**src/rtl/seq_divider_pkg.sv**
```systemverilog
// Shared definitions for the sequential restoring divider: FSM encoding,
// default operand width and the iteration-counter width helper.
package seq_divider_pkg;

    localparam int DEFAULT_BITS = 8;

    typedef enum logic {
        IDLE = 1'b0,
        BUSY = 1'b1
    } state_t;

    // Counter must be able to hold the value bits itself, not just bits-1.
    function automatic int cnt_width(input int width);
        return $clog2(width + 1);
    endfunction

endpackage

```
**src/rtl/seq_divider_if.sv**
```systemverilog
// Request/result bundle of the sequential divider. The div_by_zero flag
// exists only when DIV_BY_ZERO_FLAG_EN is defined.
interface seq_divider_if
    import seq_divider_pkg::*;
#(
    parameter int bits = DEFAULT_BITS
);

    logic            start;
    logic [bits-1:0] dividend;
    logic [bits-1:0] divisor;
    logic [bits-1:0] quotient;
    logic [bits-1:0] remainder;
    logic            busy;
    logic            done;
`ifdef DIV_BY_ZERO_FLAG_EN
    logic            div_by_zero;
`endif

    modport master (
        output start, dividend, divisor,
`ifdef DIV_BY_ZERO_FLAG_EN
        input  div_by_zero,
`endif
        input  quotient, remainder, busy, done
    );

    modport slave (
        input  start, dividend, divisor,
`ifdef DIV_BY_ZERO_FLAG_EN
        output div_by_zero,
`endif
        output quotient, remainder, busy, done
    );

endinterface

```
**src/rtl/seq_divider_div_step.sv**
```systemverilog
// One restoring-division iteration: shift in the next dividend bit, then
// compare against the divisor and subtract when it fits.
module div_step
    import seq_divider_pkg::*;
#(
    parameter int bits = DEFAULT_BITS
) (
    input  logic [bits:0]   rem_in,
    input  logic            in_bit,
    input  logic [bits-1:0] divisor,
    output logic [bits:0]   rem_out,
    output logic            q_bit
);

    // One bit wider than the partial remainder so the shift can never lose
    // a bit before the comparison is made.
    logic [bits+1:0] shifted;

    assign shifted = {rem_in, in_bit};
    assign q_bit   = (shifted >= {2'b00, divisor});
    assign rem_out = q_bit ? (bits+1)'(shifted - {2'b00, divisor})
                           : (bits+1)'(shifted);

endmodule

```
**src/rtl/seq_divider.sv**
```systemverilog
// Sequential restoring divider, one quotient bit per clock, MSB first.
// Optional DIV_BY_ZERO_FLAG_EN adds a one-cycle divide-by-zero shortcut and flag.
module seq_divider
    import seq_divider_pkg::*;
#(
    parameter int bits = DEFAULT_BITS
) (
    input  logic          clk,
    input  logic          rst,
    seq_divider_if.slave  bus
);

    localparam int CNT_W = cnt_width(bits);

    state_t          state_reg;
    logic [CNT_W-1:0] cnt_reg;
    logic [CNT_W-1:0] cnt_next;
    logic [bits:0]   rem_reg;
    logic [bits-1:0] dq_reg;
    logic [bits-1:0] dvs_reg;
    logic [bits-1:0] quotient_reg;
    logic [bits-1:0] remainder_reg;
    logic            busy_reg;
    logic            done_reg;
`ifdef DIV_BY_ZERO_FLAG_EN
    logic            dbz_reg;
`endif

    logic [bits:0]   step_rem;
    logic            step_q;
    logic            last_step;

    div_step #(.bits(bits)) u_step (
        .rem_in  (rem_reg),
        .in_bit  (dq_reg[bits-1]),
        .divisor (dvs_reg),
        .rem_out (step_rem),
        .q_bit   (step_q)
    );

    assign cnt_next  = cnt_reg + 1'b1;
    assign last_step = (cnt_next == CNT_W'(bits));

    // dq_reg shifts the dividend out at the top while quotient bits enter at
    // the bottom, so the results only reach the output registers at the end.
    always_ff @(posedge clk or posedge rst) begin
        if (rst) begin
            state_reg     <= IDLE;
            cnt_reg       <= '0;
            rem_reg       <= '0;
            dq_reg        <= '0;
            dvs_reg       <= '0;
            quotient_reg  <= '0;
            remainder_reg <= '0;
            busy_reg      <= 1'b0;
            done_reg      <= 1'b0;
`ifdef DIV_BY_ZERO_FLAG_EN
            dbz_reg       <= 1'b0;
`endif
        end else begin
            done_reg <= 1'b0;
            case (state_reg)
                IDLE: begin
                    if (bus.start) begin
                        state_reg <= BUSY;
                        busy_reg  <= 1'b1;
                        cnt_reg   <= '0;
                        rem_reg   <= '0;
                        dq_reg    <= bus.dividend;
                        dvs_reg   <= bus.divisor;
                    end
                end
                BUSY: begin
`ifdef DIV_BY_ZERO_FLAG_EN
                    if (dvs_reg == '0) begin
                        // dq_reg still holds the untouched dividend here.
                        quotient_reg  <= '1;
                        remainder_reg <= dq_reg;
                        dbz_reg       <= 1'b1;
                        done_reg      <= 1'b1;
                        busy_reg      <= 1'b0;
                        state_reg     <= IDLE;
                    end else
`endif
                    begin
                        rem_reg <= step_rem;
                        dq_reg  <= {dq_reg[bits-2:0], step_q};
                        cnt_reg <= cnt_next;
                        if (last_step) begin
                            quotient_reg  <= {dq_reg[bits-2:0], step_q};
                            remainder_reg <= step_rem[bits-1:0];
                            done_reg      <= 1'b1;
                            busy_reg      <= 1'b0;
                            state_reg     <= IDLE;
`ifdef DIV_BY_ZERO_FLAG_EN
                            dbz_reg       <= 1'b0;
`endif
                        end
                    end
                end
                default: state_reg <= IDLE;
            endcase
        end
    end

    assign bus.quotient  = quotient_reg;
    assign bus.remainder = remainder_reg;
    assign bus.busy      = busy_reg;
    assign bus.done      = done_reg;
`ifdef DIV_BY_ZERO_FLAG_EN
    assign bus.div_by_zero = dbz_reg;
`endif

endmodule

```
**src/flat_wrapper.sv**
```systemverilog
// flat-port wrapper written by rule: the top's interface ports become plain ports
module seq_divider_flat import seq_divider_pkg::*;
#(
    parameter int bits = DEFAULT_BITS
)
  (clk, rst, bus_start, bus_dividend, bus_divisor, bus_quotient, bus_remainder, bus_busy, bus_done);
  seq_divider_if #(.bits(bits)) bus_i ();
  input  logic clk;
  input  logic rst;
  input wire logic [$bits(bus_i.start)-1:0] bus_start;
  input wire logic [$bits(bus_i.dividend)-1:0] bus_dividend;
  input wire logic [$bits(bus_i.divisor)-1:0] bus_divisor;
  output wire logic [$bits(bus_i.quotient)-1:0] bus_quotient;
  output wire logic [$bits(bus_i.remainder)-1:0] bus_remainder;
  output wire logic [$bits(bus_i.busy)-1:0] bus_busy;
  output wire logic [$bits(bus_i.done)-1:0] bus_done;
  assign bus_i.start = bus_start;
  assign bus_i.dividend = bus_dividend;
  assign bus_i.divisor = bus_divisor;
  assign bus_quotient = bus_i.quotient;
  assign bus_remainder = bus_i.remainder;
  assign bus_busy = bus_i.busy;
  assign bus_done = bus_i.done;
  seq_divider #(.bits(bits)) u_core (.clk(clk), .rst(rst), .bus(bus_i));
endmodule
```
**config.mk**
```make
export PLATFORM = sky130hd
export DESIGN_NAME = seq_divider_flat
export DESIGN_NICKNAME = d
export VERILOG_FILES = /design/src/rtl/seq_divider_pkg.sv /design/src/rtl/seq_divider_if.sv /design/src/rtl/seq_divider_div_step.sv /design/src/rtl/seq_divider.sv /design/src/flat_wrapper.sv
export SDC_FILE = /design/constraint.sdc
export NUM_CORES = 1
export LEC_CHECK = 0
export ABC_AREA = 0
export BUFFER_PORTS_ARGS = -buffer_cell sky130_fd_sc_hd__buf_2
export CAP_MARGIN = 0
export CORE_MARGIN = 3
export CORE_UTILIZATION = 53
export DETAILED_ROUTE_END_ITERATION = 10
export GPL_TIMING_DRIVEN = 0
export PLACE_DENSITY = 0.75
export RECOVER_POWER = 100
export SYNTH_ARGS = -nofsm -noshare
export SYNTH_HDL_FRONTEND = slang
export SYNTH_HIERARCHICAL = 1
export SYNTH_SLANG_ARGS = --single-unit
export TNS_END_PERCENT = 5
```
**constraint.sdc**
```tcl
create_clock -name clk -period 6.3 [get_ports clk]
set_input_delay 1.89 -clock clk [delete_from_list [all_inputs] [get_ports clk]]
set_output_delay 1.89 -clock clk [all_outputs]
set_load 0.02 [all_outputs]
```
==> impl_metrics.tcl <==
set metrics [dict create \
    setup_viol 0 \
    drt_iter0_markers 88 \
    wl_per_cell_um 15.2 \
    routed_via_density 5.55 \
    cts.repair.resized 0 \
    grt_max_degree 28 \
    synth.distinct_cells 38 \
    synthTopCellsByArea "dfrtp_1 (48%), mux2_2 (8.6%), ha_1 (4.5%)" \
    yosys.area_share.simple_pct 11.4 \
    cts_root_buf "clkbuf_8" \
    die_y_um 74.5 \
    antenna_found_initial 0 \
    synth_fp_nets 248 \
    synth-main-ff-cell "dfrtp_1" \
    fillers 375 \
    die_w_um 74.5 \
    cp_slowest_stage_delay_ns 1.08 \
    synth_top_family_by_area "multiplexers" \
    cts_setup_buffers 0 \
    port_buffers 35 \
    vdd_drop_max_v 0.000287 \
    critPathCaptureType "async pin" \
    die-area_mm2 0.00555 \
    largest_reg_flops 9 \
    timing.final.crit_share_pct 55.2 \
    finish.utilization_pct 61.5 \
    synth-adder-area-share_pct 5.33 \
    yosysMostFrequentCell "dfrtp_1" \
    synth.top_cell.area_share_pct 48.3 \
    required_ns 6.49 \
    antenna_left 0 \
    max_freq_mhz 288 \
    gp_congestion 0.850 \
    syn_area_mm2 0.00249 \
    holdBufCountCts 0 \
    drc_errors 0 \
    cap_violations 0 \
    finalSetupTns_ns 0 \
    overflow 0 \
    synth_top_cells_by_count "dfrtp_1 (48), nand2_1 (24), o21ai_0 (20)" \
    syn_avg_cell_area_um2 11.4 \
    clock-sinks 48 \
    rsz0062_at_grt "false" \
    cts_tree "built" \
    cts_buffer_depth 2 \
    worstPathArrival_ns 3.66 \
    grt_pass1_wl_um 8160 \
    status "finished clean" \
    async_flop_share_pct 100 \
    drt_wl_total_um 4790 \
    skew_ns 0.00535 \
    place_hpwl_um 3500 \
    crit_type "in -> async" \
    drive_above_1_share_pct 18.6 \
    synthCells 219 \
    finalNetCount 291 \
    syn2layout_area_growth_pct 9.96 \
    crit_slowest_cell "clkbuf_1" \
    slew_viol_final 0 \
    crit_chain "buf_2, inv_1, clkbuf_1" \
    cts_buffers 5 \
    clkLatencyLatePin_ns 0.30 \
    synthXorXnorAreaFrac_pct 1.76 \
    cp_max_fo 27 \
    diodes 0 \
    dp.cells 307 \
    num_rows 24 \
    synth-edff-count 0 \
    grt_pass1_vias 1714 \
    startpoint_type "input pin" \
    total_power_mw 1.73 \
    dr.pass1.iters 4 \
    core_mm2 0.00444 \
    synth-seq-cells 48 \
    p_per_area_mw_per_mm2 631 \
    p_leak_nw 1.25 \
    synth_compound_area_share_pct 12.2 \
    vias 1748 \
    yosys-mux-area-fraction_pct 16.9 \
    finalHoldViolCount 0 \
    hold_path.class "reg -> reg" \
    relSlewSlack_pct 7.61 \
    clk_pin_slew_ns 0.08 \
    start_util_pct 55.9 \
    grt_usage_pct 19.4 \
    ys_warn_count 6 \
    instances_no_fill 315 \
    pin_count 37 \
    synth_top_area_cell "dfrtp_1" \
    worstMarginPinSlew_ns 1.39 \
    finalCriticalPeriod_ns 3.48 \
    synth_sequential_area_ratio_pct 48.3 \
    cts_htree_levels 2 \
]
[cell families (layout without fill, tap and decap cells)]
family / Yosys count / in the layout
and+or+nand+nor: 53 / 53
DFF: 48 / 48
AOI/OAI and AO/OA: 45 / 45
muxes: 36 / 36
buffers and inverters: 22 / 66
adders and majority gates: 10 / 10
xor gates and xnor gates: 5 / 5
[cell usage in the layout (no fill, tap or decap), types with 2 or more instances in the layout]
cell	Yosys	routed
o21a_1	2	2
nand4b_1	2	2
nand4_1	2	2
a21oi_1	7	7
nor2b_1	4	4
mux2i_1	10	10
a22o_1	5	5
buf_2	4	19
mux2_2	19	18
nand3_1	2	2
nand2b_1	9	9
a21boi_0	2	2
o21ai_0	20	20
mux2_1	0	7
clkbuf_8	0	6
xor2_1	3	3
inv_1	13	13
o31ai_1	1	2
nand2_1	24	24
xnor2_1	2	2
clkbuf_1	3	25
dfrtp_1	48	48
ha_1	9	9
nor2_1	5	5
[report_power, final]
part	leakage, nW	internal (mW)	switching [mW]
sequential	0.561	0.472	0.105
combinational	0.640	0.420	0.537
clock	0.0516	0.0898	0.102
total	1.25	0.982	0.744
[routing by layer]
layer / share of wire [%] / global-route usage (%)
met4: 1.4 / 7.71
met2: 47 / 31.0
met3: 5.7 / 4.32
met5: 0 / 0
met1: 46 / 25.8
[area by class of cell]
class | count | area, µm² | share of cell area, %
plain buffers | 9 | 43.8 | 1.60
clock buffers | 6 | 82.6 | 3.02
clock inverters | 2 | 13.8 | 0.503
inverters | 13 | 48.8 | 1.78
multi-input cells | 149 | 1120 | 41.1
flip-flops and latches | 48 | 1200 | 43.9
well taps | 52 | 65.1 | 2.38
repair buffers | 36 | 156 | 5.72
[stage by stage]
stage                     area [µm²]  setup slack [ns]  hold WS [ns]
after global routing            2730              2.43         0.520
after floorplan                 2490              3.27         0.457
after global placement          2730              2.66         0.471
after detailed placement        2750              3.25         0.480
after CTS                       2840              3.53         0.501
final                           2730              2.82         0.499
[critical path: cells and delay by family]
family | cells | cell delay [ns]
buffers and inverters | 3 | 1.76
[final timing paths]
kind	slack, ns	cells past startpoint	start	end
setup reg to reg	2.96	10	u_core/dq_reg[7]$_DFFE_PP0P_	u_core/bus.remainder[2]$_DFFE_PP0P_
hold reg to reg	0.50	1	u_core/bus.busy$_DFFE_PP0P_	u_core/bus.busy$_DFFE_PP0P_
setup / recovery	2.82	3	rst	u_core/dvs_reg[4]$_DFFE_PP0P_
max in group clk	2.96	10	u_core/dq_reg[7]$_DFFE_PP0P_	u_core/bus.remainder[2]$_DFFE_PP0P_
hold / removal	0.50	1	u_core/bus.busy$_DFFE_PP0P_	u_core/bus.busy$_DFFE_PP0P_
min in group asynchronous	1.74	2	rst	u_core/cnt_reg[3]$_DFFE_PP0P_
No activity file was read; power rests on OpenSTA's default activity.
